===== config.mk =====
export PLATFORM = sky130hd
export DESIGN_NAME = uart_rx
export DESIGN_NICKNAME = d
export VERILOG_FILES = /design/src/rtl/uart_rx.sv
export SDC_FILE = /design/constraint.sdc
export NUM_CORES = 1
export LEC_CHECK = 0
export ABC_AREA = 1
export BUFFER_PORTS_ARGS = -buffer_cell sky130_fd_sc_hd__buf_2
export CAP_MARGIN = 20
export CORE_MARGIN = 2
export CORE_UTILIZATION = 45
export CTS_CLUSTER_DIAMETER = 30
export DETAILED_ROUTE_END_ITERATION = 10
export SYNTH_ARGS = -nofsm -noshare
export SYNTH_HDL_FRONTEND = slang
export SYNTH_SLANG_ARGS = --single-unit

===== constraint.sdc =====
create_clock -name CLK -period 2.8 [get_ports CLK]
set_input_delay 0.56 -clock CLK [delete_from_list [all_inputs] [get_ports CLK]]
set_output_delay 0.56 -clock CLK [all_outputs]
set_load 0.005 [all_outputs]

===== src/rtl/uart_rx.sv =====
// Oversampling UART receiver: start, Data_width data bits (LSB first), optional parity, one stop bit.
// Latency: result flags and P_DATA update in the cycle right after the last clock of the stop bit.
// Backpressure: none; the sink must take each one-cycle pulse when it appears. Requires Data_width >= 2.
module uart_rx #(
    parameter int Data_width = 8
) (
    input  logic                  CLK,
    input  logic                  RST,
    input  logic                  RX_IN,
    input  logic                  PAR_EN,
    input  logic                  PAR_TYP,
    input  logic [5:0]            Prescale,
    output logic [Data_width-1:0] P_DATA,
    output logic                  Data_Valid,
    output logic                  Par_Err,
    output logic                  Stop_Err
);

    localparam int BCW = (Data_width > 1) ? $clog2(Data_width) : 1;
    localparam logic [BCW-1:0] LAST_BIT = BCW'(Data_width - 1);

    typedef enum logic [2:0] {
        IDLE,
        START,
        DATA,
        PARITY,
        STOP
    } state_t;

    state_t                state;
    logic [5:0]            edge_cnt;
    logic [BCW-1:0]        bit_cnt;
    logic [5:0]            pres_q;
    logic                  par_en_q;
    logic                  par_typ_q;
    logic [Data_width-1:0] shift_q;
    logic                  par_bad;
    logic                  s0;
    logic                  s1;
    logic                  s2;

    // Prescale is captured at frame start so mid-frame changes cannot disturb the bit timing.
    logic [5:0] half;
    logic [5:0] last_edge;
    logic       bit_end;
    logic       maj;

    assign half      = {1'b0, pres_q[5:1]};
    assign last_edge = pres_q - 6'd1;
    assign bit_end   = (state != IDLE) && (edge_cnt == last_edge);
    // The three mid-bit samples are complete from edge half+2, well before bit_end uses them.
    assign maj       = (s0 & s1) | (s0 & s2) | (s1 & s2);

    // Capture three samples around the middle of each bit for the majority vote.
    always_ff @(posedge CLK or posedge RST) begin
        if (RST) begin
            s0 <= 1'b1;
            s1 <= 1'b1;
            s2 <= 1'b1;
        end else if (state != IDLE) begin
            if (edge_cnt == half - 6'd1) s0 <= RX_IN;
            if (edge_cnt == half)        s1 <= RX_IN;
            if (edge_cnt == half + 6'd1) s2 <= RX_IN;
        end
    end

    // Frame FSM with its counters, shift register, parity tracking and registered outputs.
    always_ff @(posedge CLK or posedge RST) begin
        if (RST) begin
            state      <= IDLE;
            edge_cnt   <= 6'd0;
            bit_cnt    <= '0;
            pres_q     <= 6'd16;
            par_en_q   <= 1'b0;
            par_typ_q  <= 1'b0;
            shift_q    <= '0;
            par_bad    <= 1'b0;
            P_DATA     <= '0;
            Data_Valid <= 1'b0;
            Par_Err    <= 1'b0;
            Stop_Err   <= 1'b0;
        end else begin
            Data_Valid <= 1'b0;
            Par_Err    <= 1'b0;
            Stop_Err   <= 1'b0;

            if (state != IDLE) begin
                edge_cnt <= bit_end ? 6'd0 : edge_cnt + 6'd1;
            end

            case (state)
                IDLE: begin
                    if (!RX_IN) begin
                        // The detecting cycle already counts as edge 0 of the start bit.
                        state     <= START;
                        edge_cnt  <= 6'd1;
                        bit_cnt   <= '0;
                        pres_q    <= Prescale;
                        par_en_q  <= PAR_EN;
                        par_typ_q <= PAR_TYP;
                        par_bad   <= 1'b0;
                    end
                end

                START: begin
                    // A start bit that votes high was a glitch: drop back without any output.
                    if (bit_end) state <= maj ? IDLE : DATA;
                end

                DATA: begin
                    if (bit_end) begin
                        shift_q <= {maj, shift_q[Data_width-1:1]};
                        if (bit_cnt == LAST_BIT) begin
                            bit_cnt <= '0;
                            state   <= par_en_q ? PARITY : STOP;
                        end else begin
                            bit_cnt <= bit_cnt + 1'b1;
                        end
                    end
                end

                PARITY: begin
                    if (bit_end) begin
                        par_bad <= (maj != ((^shift_q) ^ par_typ_q));
                        state   <= STOP;
                    end
                end

                STOP: begin
                    if (bit_end) begin
                        state    <= IDLE;
                        Par_Err  <= par_bad;
                        Stop_Err <= ~maj;
                        if (!par_bad && maj) begin
                            P_DATA     <= shift_q;
                            Data_Valid <= 1'b1;
                        end
                    end
                end

                default: state <= IDLE;
            endcase
        end
    end

endmodule


; Yosys cells after proc, flatten, opt, wreduce, memory -nomap -nowiden
; Index checks and enable logic that the tools add are counted.
[op_classes]
addsub = 5
bitwise = 8
n_reduce_logical = 17
n_mux = 27
div_mod_pow = 0
magnitude_cmp = 0
n_mul = 0
n_eq_ne = 16
shift = 0
[op_table]
columns = op, count
row1 = $mux 3, 10
row2 = $mux 6, 4
row3 = $eq 6x6->1, 3
row4 = $pmux 3 s5, 1
row5 = $ne 2x2->1 const B, 6
row6 = $reduce_and 2->1, 5
row7 = $mux 1, 9
row8 = $reduce_and 3->1, 3
row9 = $reduce_xor 8->1, 1
row10 = $add 5x1->6 const B, 1
row11 = $add 6x1->6 const B, 1
row12 = $eq 3x2->1 const B, 2
row13 = $eq 3x3->1 const B, 2
row14 = $eq 6x5->1, 1
row15 = $pmux 3 s2, 1
row16 = $reduce_and 6->1, 1
row17 = $sub 5x1->6 const B, 1
row18 = $sub 6x1->6 const B, 1
row19 = $reduce_bool 2->1, 2
row20 = $add 3x1->3 const B, 1
row21 = $and 1x1->1, 3
row22 = $eq 3x1->1 const B, 1
row23 = $logic_not 3->1, 1
row24 = $reduce_bool 3->1, 1
row25 = other kinds (8), 11
[totals]
in_bits = 11
memories = 0
mem_bits_ro = 0
word_cells = 88
output_inout_bits = 11
ramBits = 0
register_bits = 43
latch_bits = 0

; Longest topological paths before layout
; Gate-level depths: netlist of the first run.
[logic_depth]
ltp_word = 7
depth_mapped = 15
depth_no_buf = 15

; Worst setup path before layout of the first run
; No wires, ideal clock.
[synth_timing]
path_type = reg-to-reg
start = register pres_q[2]
end = register P_DATA[1]
setup_ns = 0.117
slack_ns = 0.864
path_buffers = 1
path_stages_with_launch = 15
period_less_slack_ns = 1.936
required_ns = 2.683
t_arrival_ns = 1.818
cell_sequence = dfrtp_1 > inv_1 > ha_1 > nand2_1 > nor2_2 > nand3_1 > nand2_2 > nand2_4 > nor2_8 > nand2_4 > inv_2 > nand2_4 > buf_6 > nand2_1 > o21ai_2
[synth_via]
elab_chain_cells = 4
[synth_lines]
columns = element, line_no
row1 = start: declaration, 33  ; logic [5:0] pres_q;
row2 = start signal: assignment, 98  ; pres_q <= Prescale;
row3 = $sub 6x1->6, 49  ; assign last_edge = pres_q - 6'd1;
row4 = $eq 6x6->1, 50  ; assign bit_end = (state != IDLE) && (edge_cnt == last_edge);
row5 = $logic_and 1x1->1, 50
row6 = $reduce_and 3->1 (no line), --
row7 = end signal: assignment, 135  ; P_DATA <= shift_q;
row8 = end: declaration, 13  ; output logic [Data_width-1:0] P_DATA,
; Every way passes these cells.
; A chain may end at the register's enable or synchronous reset.

; Worst setup path after layout of the first run
[layout_timing]
start = register pres_q[2]
end = register P_DATA[5]
; Same word-level chain as after synthesis.

==> results of run 1 <==
[cell usage in the layout (no fill, tap or decap), drive strengths merged, types with 2 or more instances in the layout]
cell type / count
a31oi: 2
xor2: 12
clkbuf: 5
o21ai: 30
nor4: 3
nor2: 35
nor3: 8
nand2: 94
dfrtp: 39
dfstp: 4
or2: 2
clkinv: 4
ha: 7
buf: 23
a21oi: 5
nand3: 21
xnor2: 9
inv: 43
[cell type report]
class	instances	area [sq um]	share of cell area [%]
Multi-Input combinational cell	231	1222	44.01
Clock buffer	5	68.82	2.477
Inverter	45	170.2	6.126
Sequential cell	43	1081	38.92
Timing Repair Buffer	23	120.1	4.324
Tap cell	72	90.09	3.243
Clock inverter	3	25.02	0.9009
[registers in the layout (all words and copies together), names as in the netlist]
| register | count |
|---|---|
| state | 3 |
| par_bad | 1 |
| pres_q | 6 |
| bit_cnt | 3 |
| P_DATA | 8 |
| Data_Valid | 1 |
| s2 | 1 |
| par_en_q | 1 |
| Par_Err | 1 |
| edge_cnt | 6 |
| s0 | 1 |
| par_typ_q | 1 |
| s1 | 1 |
| shift_q | 8 |
| Stop_Err | 1 |
[Yosys cell counts (all sizes together)]
| cell | number |
|---|---|
| o21ai | 30 |
| clkbuf | 1 |
| dfstp | 4 |
| nand3 | 21 |
| and3 | 1 |
| a211oi | 1 |
| xnor2 | 9 |
| ha | 7 |
| nand4 | 1 |
| a21oi | 5 |
| dfrtp | 39 |
| buf | 6 |
| xor2 | 12 |
| inv | 44 |
| clkinv | 1 |
| nor3 | 8 |
| or2 | 2 |
| nor4 | 3 |
| nor2 | 35 |
| a31oi | 2 |
| nand2 | 94 |
[cell families (layout without fill, tap and decap cells)]
logic type | count (synthesis) | count (layout) | share of synthesized area, %
simple gates | 165 | 165 | 28.90
buf+inv | 52 | 76 | 8.725
flops | 43 | 43 | 42.84
compound gates | 38 | 38 | 8.775
xor+xnor | 21 | 21 | 7.288
fa+ha+maj | 7 | 7 | 3.470
[metrics by stage]
step | cell area, sq um | std cells | worst slack (ns) | power, W
2_1_floorplan | 2524 | 326 | 0.8644 | 0.002031
3_3_place_gp | 2684 | 414 | 0.7376 | 0.002294
3_5_place_dp | 2684 | 414 | 0.6662 | 0.002284
4_1_cts | 2778 | 422 | 0.6605 | 0.002704
5_1_grt | 2778 | 422 | 0.4914 | 0.002937
6_report | 2778 | 422 | 0.6785 | 0.002681
[power groups by stage]
stage | Sequential, W | Clock (W) | Combinational (W)
detailed placement | 0.000963 | 0 | 0.00132
global route | 0.000974 | 0.000445 | 0.00152
floorplan | 0.000879 | 0 | 0.00115
global placement | 0.000964 | 0 | 0.00133
CTS | 0.000951 | 0.000426 | 0.00133
finish | 0.000951 | 0.000412 | 0.00132
[per-layer routing]
metal / share of wire, % / global-route usage (%) / vias to the layer above
met4: 1.3 / 5.172 / 0
met3: 3.4 / 3.750 / 7
met1: 53 / 25.16 / 856
li1: - / - / 1072
met2: 42 / 25.64 / 27
met5: 0 / 0 / -
[worst min-delay path by stage]
| stage | slack [ns] | depth (start not counted) | from | endpoint |
|---|---|---|---|---|
| 2_1_floorplan | 0.45 | 2 | bit_cnt[1]$_DFFE_PP0P_ | bit_cnt[1]$_DFFE_PP0P_ |
| 3_3_place_gp | 0.46 | 2 | P_DATA[6]$_DFFE_PP0P_ | P_DATA[6]$_DFFE_PP0P_ |
| 3_5_place_dp | 0.46 | 2 | P_DATA[6]$_DFFE_PP0P_ | P_DATA[6]$_DFFE_PP0P_ |
| 4_1_cts | 0.23 | 2 | RST | pres_q[3]$_DFFE_PP0P_ |
| 5_1_grt | 0.25 | 2 | RST | pres_q[3]$_DFFE_PP0P_ |
| 6_report | 0.22 | 2 | RST | pres_q[3]$_DFFE_PP0P_ |
==> reports/results.txt, run 1 <==
final hold vios - 0
worst setup path start - pres_q[2]$_DFFE_PP0P_
clock network power share - 15.4%
leak pwr - 1.480 nW
final core occ - 50.75%
CTS tree - yes
global-route wire length before repair - 8280 microns
Die Area - 6223 sq um
CP startpoint kind - flop
core area - 5473 sq um
Clock Path Buffers - 2
CP Buf/Inv Count - 2
clk_lat worst skew - 0.30 ns
worst setup path end - P_DATA[5]$_DFFE_PP0P_
grt total ovfl - 0
clk sink count - 43
critical path's largest stage delay - 0.45 ns
internal power - 0.001444 W
reg-to-reg slack, setup - 0.68 ns
largest net degree at the start of global routing - 31
sw frac - 46.13%
Synth area leaders - dfrtp_1 (39%), nand2_1 (13%), inv_1 (6.1%)
final setup fails - 0
share of the synthesized area in the top cell type - 38.67%
post-CTS sizing - 0
worst clock skew - 0.009389 ns
fillcell total - 560
max-slew violations - 0
Ports - 22
DP Wirelength - 3787 microns
Sw Pwr - 0.001237 W
Area Overhead vs Synth - 10.06%
drt first-iter violations - 91
Worst R2R Path Depth - 13
WL per Instance - 11.64 microns
FF+latch count, synth - 43
unique cell type count in the Yosys netlist - 30
Cells after Synth - 326
post-route DRC violation count - 0
crit path max fanout - 16
crit share post-route - 75.77%
diode count - 0
DRT Pass-1 Iters - 4
Critical Path Sink Type - flop
Max rail drop VDD - 0.0004756 V
Post-Syn Nets - 344
Critical R2R Capture - P_DATA[5]$_DFFE_PP0P_
yosys warns - 0
power density over cell area - 965.1 nW/um^2
slowest CP cell - dfrtp_1
Slew headroom - 48.66%
post-CTS setup buffers - 0
vias per inst - 4.649
H-tree levels - 2
unrepaired setup endpoints after global routing - false
Post-Route WL - 4912 microns
status - complete, no violations
die height - 78.89 microns
clk root buf - clkbuf_8
Min Hold Slack - 0.2186 ns
DR vias - 1,962
Flop pwr share - 35.5%
CP top delay family - simple AND/OR/NAND/NOR gates
synthesized area - 2524 sq um
Final ANT Viol Nets - 0
vias in the first global route - 1,753
crit path kind - reg2reg
GRT Util Overall - 17.21%
combinational power share - 49.2%
stages on the worst setup path - 13
Final min period - 2.122 ns
layout cells sized above 1 - 16.57%
total CTS buffers - 5
most used cell, CP - nand2_4
Nets - 367
chip width - 78.89 microns
post-synthesis sequential area ratio - 42.84%
initial antenna violation count - 0
Tightest Hold Check Type - in2async
Worst R2R Start - pres_q[2]$_DFFE_PP0P_
Sum Neg Setup Slack - 0 ns
row count - 27
number of max-cap violations - 0
PortBufs - 21
Clock Pin Slew Worst Setup and Hold Paths - 0.09 ns
Least-Margin Pin Slew - 0.7620 ns
critical path cell sequence - inv_1 -> ha_1 -> nand2_1 -> nor2_2 -> nand3_1 -> nand2_2 -> nand2_4 -> nor2_8 -> nand2_4 -> inv_2 -> nand2_4 -> nand2_1 -> o21ai_2
mean post-synth cell area - 7.741 sq um
CTS Hold Bufs - 0
worst path required time - 3.00 ns
Peak Freq - 471.4 MHz
CP Data Arrival Time - 2.32 ns
Initial Util - 46.11%
area leader, netlist - dfrtp_1
gpl congestion - 0.8780
No activity file was read; power rests on OpenSTA's default activity.
==> inputs of run 2 (changes only) <==
Settings changed: PLACE_DENSITY set to 0.65.
Clock period 2.8 ns to 1.7 ns, I/O delays scaled along.
==> reports/results.txt, run 2 (same netlist as run 1, synthesis figures left out) <==
met3 WL - 165 microns
max-slew violations - 0
clk root buf - clkbuf_8
die height - 78.89 microns
crit share post-route - 110.0%
vias per inst - 4.786
Clock Pin Slew Worst Setup and Hold Paths - 0.09 ns
CP Data Arrival Time - 2.06 ns
clk sink count - 43
metal2 WL - 2557 microns
DP Wirelength - 3896 microns
Initial Util - 46.11%
Tightest Hold Check Type - in2async
core area - 5473 sq um
PortBufs - 21
Worst R2R Path Depth - 11
Area after DPL - 2967 sq um
Critical Path Sink Type - flop
leak pwr - 1.672 nW
uppermost layer routed - met4
Nets - 402
global-route wire length before repair - 9128 microns
Peak Freq - 534.9 MHz
status - complete, but fails checks
H-tree levels - 2
reg-to-reg slack, setup - -0.17 ns
initial antenna violation count - 0
diode count - 0
row count - 27
Final min period - 1.870 ns
Max rail drop VDD - 0.0009320 V
gpl congestion - 0.8115
crit path max fanout - 8
Ports - 22
DR vias - 2,187
post-route DRC violation count - 0
WL per Instance - 11.88 microns
Least-Margin Pin Slew - 0.5515 ns
finished layout cell area - 3304 sq um
Top Registers - P_DATA: 8 flops, shift_q: 8 flops
Post-Route WL - 5427 microns
worst path required time - 1.89 ns
wl on met1 - 2645 microns
Critical R2R Capture - P_DATA[7]$_DFFE_PP0P_
final std cells w/o fill - 457
fillcell total - 489
multi-input logic area - 1464 sq um
vias in the first global route - 2,011
chip width - 78.89 microns
final hold vios - 0
GRT Util Overall - 18.57%
CTS tree - yes
Worst R2R Start - pres_q[1]$_DFFE_PP0P_
sequential cell area - 1081 sq um
Slew headroom - 62.85%
worst clock skew - 0.009866 ns
drt first-iter violations - 104
pre-CTS setup slack - -0.1758 ns
final worst setup slack - -0.1697 ns
total CTS buffers - 5
final setup fails - 31
leading cell type in the layout, fill and taps excluded - nand2_1
CTS Hold Bufs - 0
Clock Path Buffers - 2
most frequent cells in the layout - nand2_1 (76), dfrtp_1 (39), inv_1 (36)
grt total ovfl - 0
largest net degree at the start of global routing - 44
Final ANT Viol Nets - 0
clk_lat worst skew - 0.30 ns
layout cells sized above 1 - 34.55%
power density over cell area - 1679 nW/um^2
DRT Pass-1 Iters - 4
crit path kind - reg2reg
Area Overhead vs Synth - 30.94%
violated checks - negative setup slack
Die Area - 6223 sq um
number of max-cap violations - 0
CP startpoint kind - flop
Sum Neg Setup Slack - -3.416 ns
unrepaired setup endpoints after global routing - true
placed cell count - 447
run 2: changes by cell type in the layout (fill, tap and decap cells not counted), moves of 8 or more:
cell and change:
buf_4 +32, nand2_2 +8, nand2_1 -11, nor2_1 -9, nor2_2 +8
run 2: report_power, final:
group	switching (W)	internal [W]	total [W]
sequential	0.000219	0.00128	0.00150
combinational	0.00188	0.00149	0.00337
clock	0.000382	0.000294	0.000676
run 2: critical path, cell delays in order (launching register included):
cell	delay [ns]
dfrtp_1	0.41
inv_4	0.11
ha_4	0.21
xnor2_2	0.13
nor2_2	0.12
nand3_4	0.12
nor2_8	0.23
nand2_8	0.11
clkinv_8	0.09
nand2_8	0.08
nand2_2	0.09
o21ai_2	0.04
run 2: final cells by class:
type                       instances  share of cell area, %
clock buffer                       5                  2.083
clock inverter                     3                 0.7194
inverter                          45                  5.604
multi-input combinational        232                  44.30
sequential                        43                  32.71
tap                               72                  2.726
timing repair buffer              57                  11.85
run 2: stage by stage:
step	utilization, %	hold slack [ns]	total power [W]
3_3_place_gp	54.21	0.3891	0.004301
6_report	60.38	0.04754	0.005548
2_1_floorplan	-	0.4459	0.003398
4_1_cts	58.37	0.05906	0.005313
5_1_grt	60.38	0.09057	0.006044
3_5_place_dp	54.21	0.3928	0.004354
run 2: metal layers:
layer  up-vias  global-route usage [%]
met1      1014                   25.59
met2        32                   30.34
met3         5                   3.182
met4         0                   5.172
met5         -                       0
li1       1136                       -
run 2: worst max path at each step:
| stage | from | to | slack, ns | depth (start not counted) |
|---|---|---|---|---|
| after floorplan | pres_q[2]$_DFFE_PP0P_ | P_DATA[2]$_DFFE_PP0P_ | -0.14 | 14 |
| after global placement | pres_q[0]$_DFFE_PP0P_ | P_DATA[3]$_DFFE_PP0P_ | -0.13 | 11 |
| after detailed placement | pres_q[1]$_DFFE_PP0P_ | P_DATA[7]$_DFFE_PP0P_ | -0.18 | 13 |
| after CTS | pres_q[1]$_DFFE_PP0P_ | P_DATA[0]$_DFFE_PP0P_ | -0.12 | 12 |
| after global routing | pres_q[1]$_DFFE_PP0P_ | state[1]$_DFFE_PP0P_ | -0.28 | 11 |
| final | pres_q[1]$_DFFE_PP0P_ | P_DATA[7]$_DFFE_PP0P_ | -0.17 | 11 |
run 2: repair_timing:
item | 4_1_cts | 5_1_grt
resized for setup | 26 | 29
pin swaps | 6 | 10
setup endpoints to repair | 29 | 41
cloned | 1 | 0
setup buffers | 1 | 0
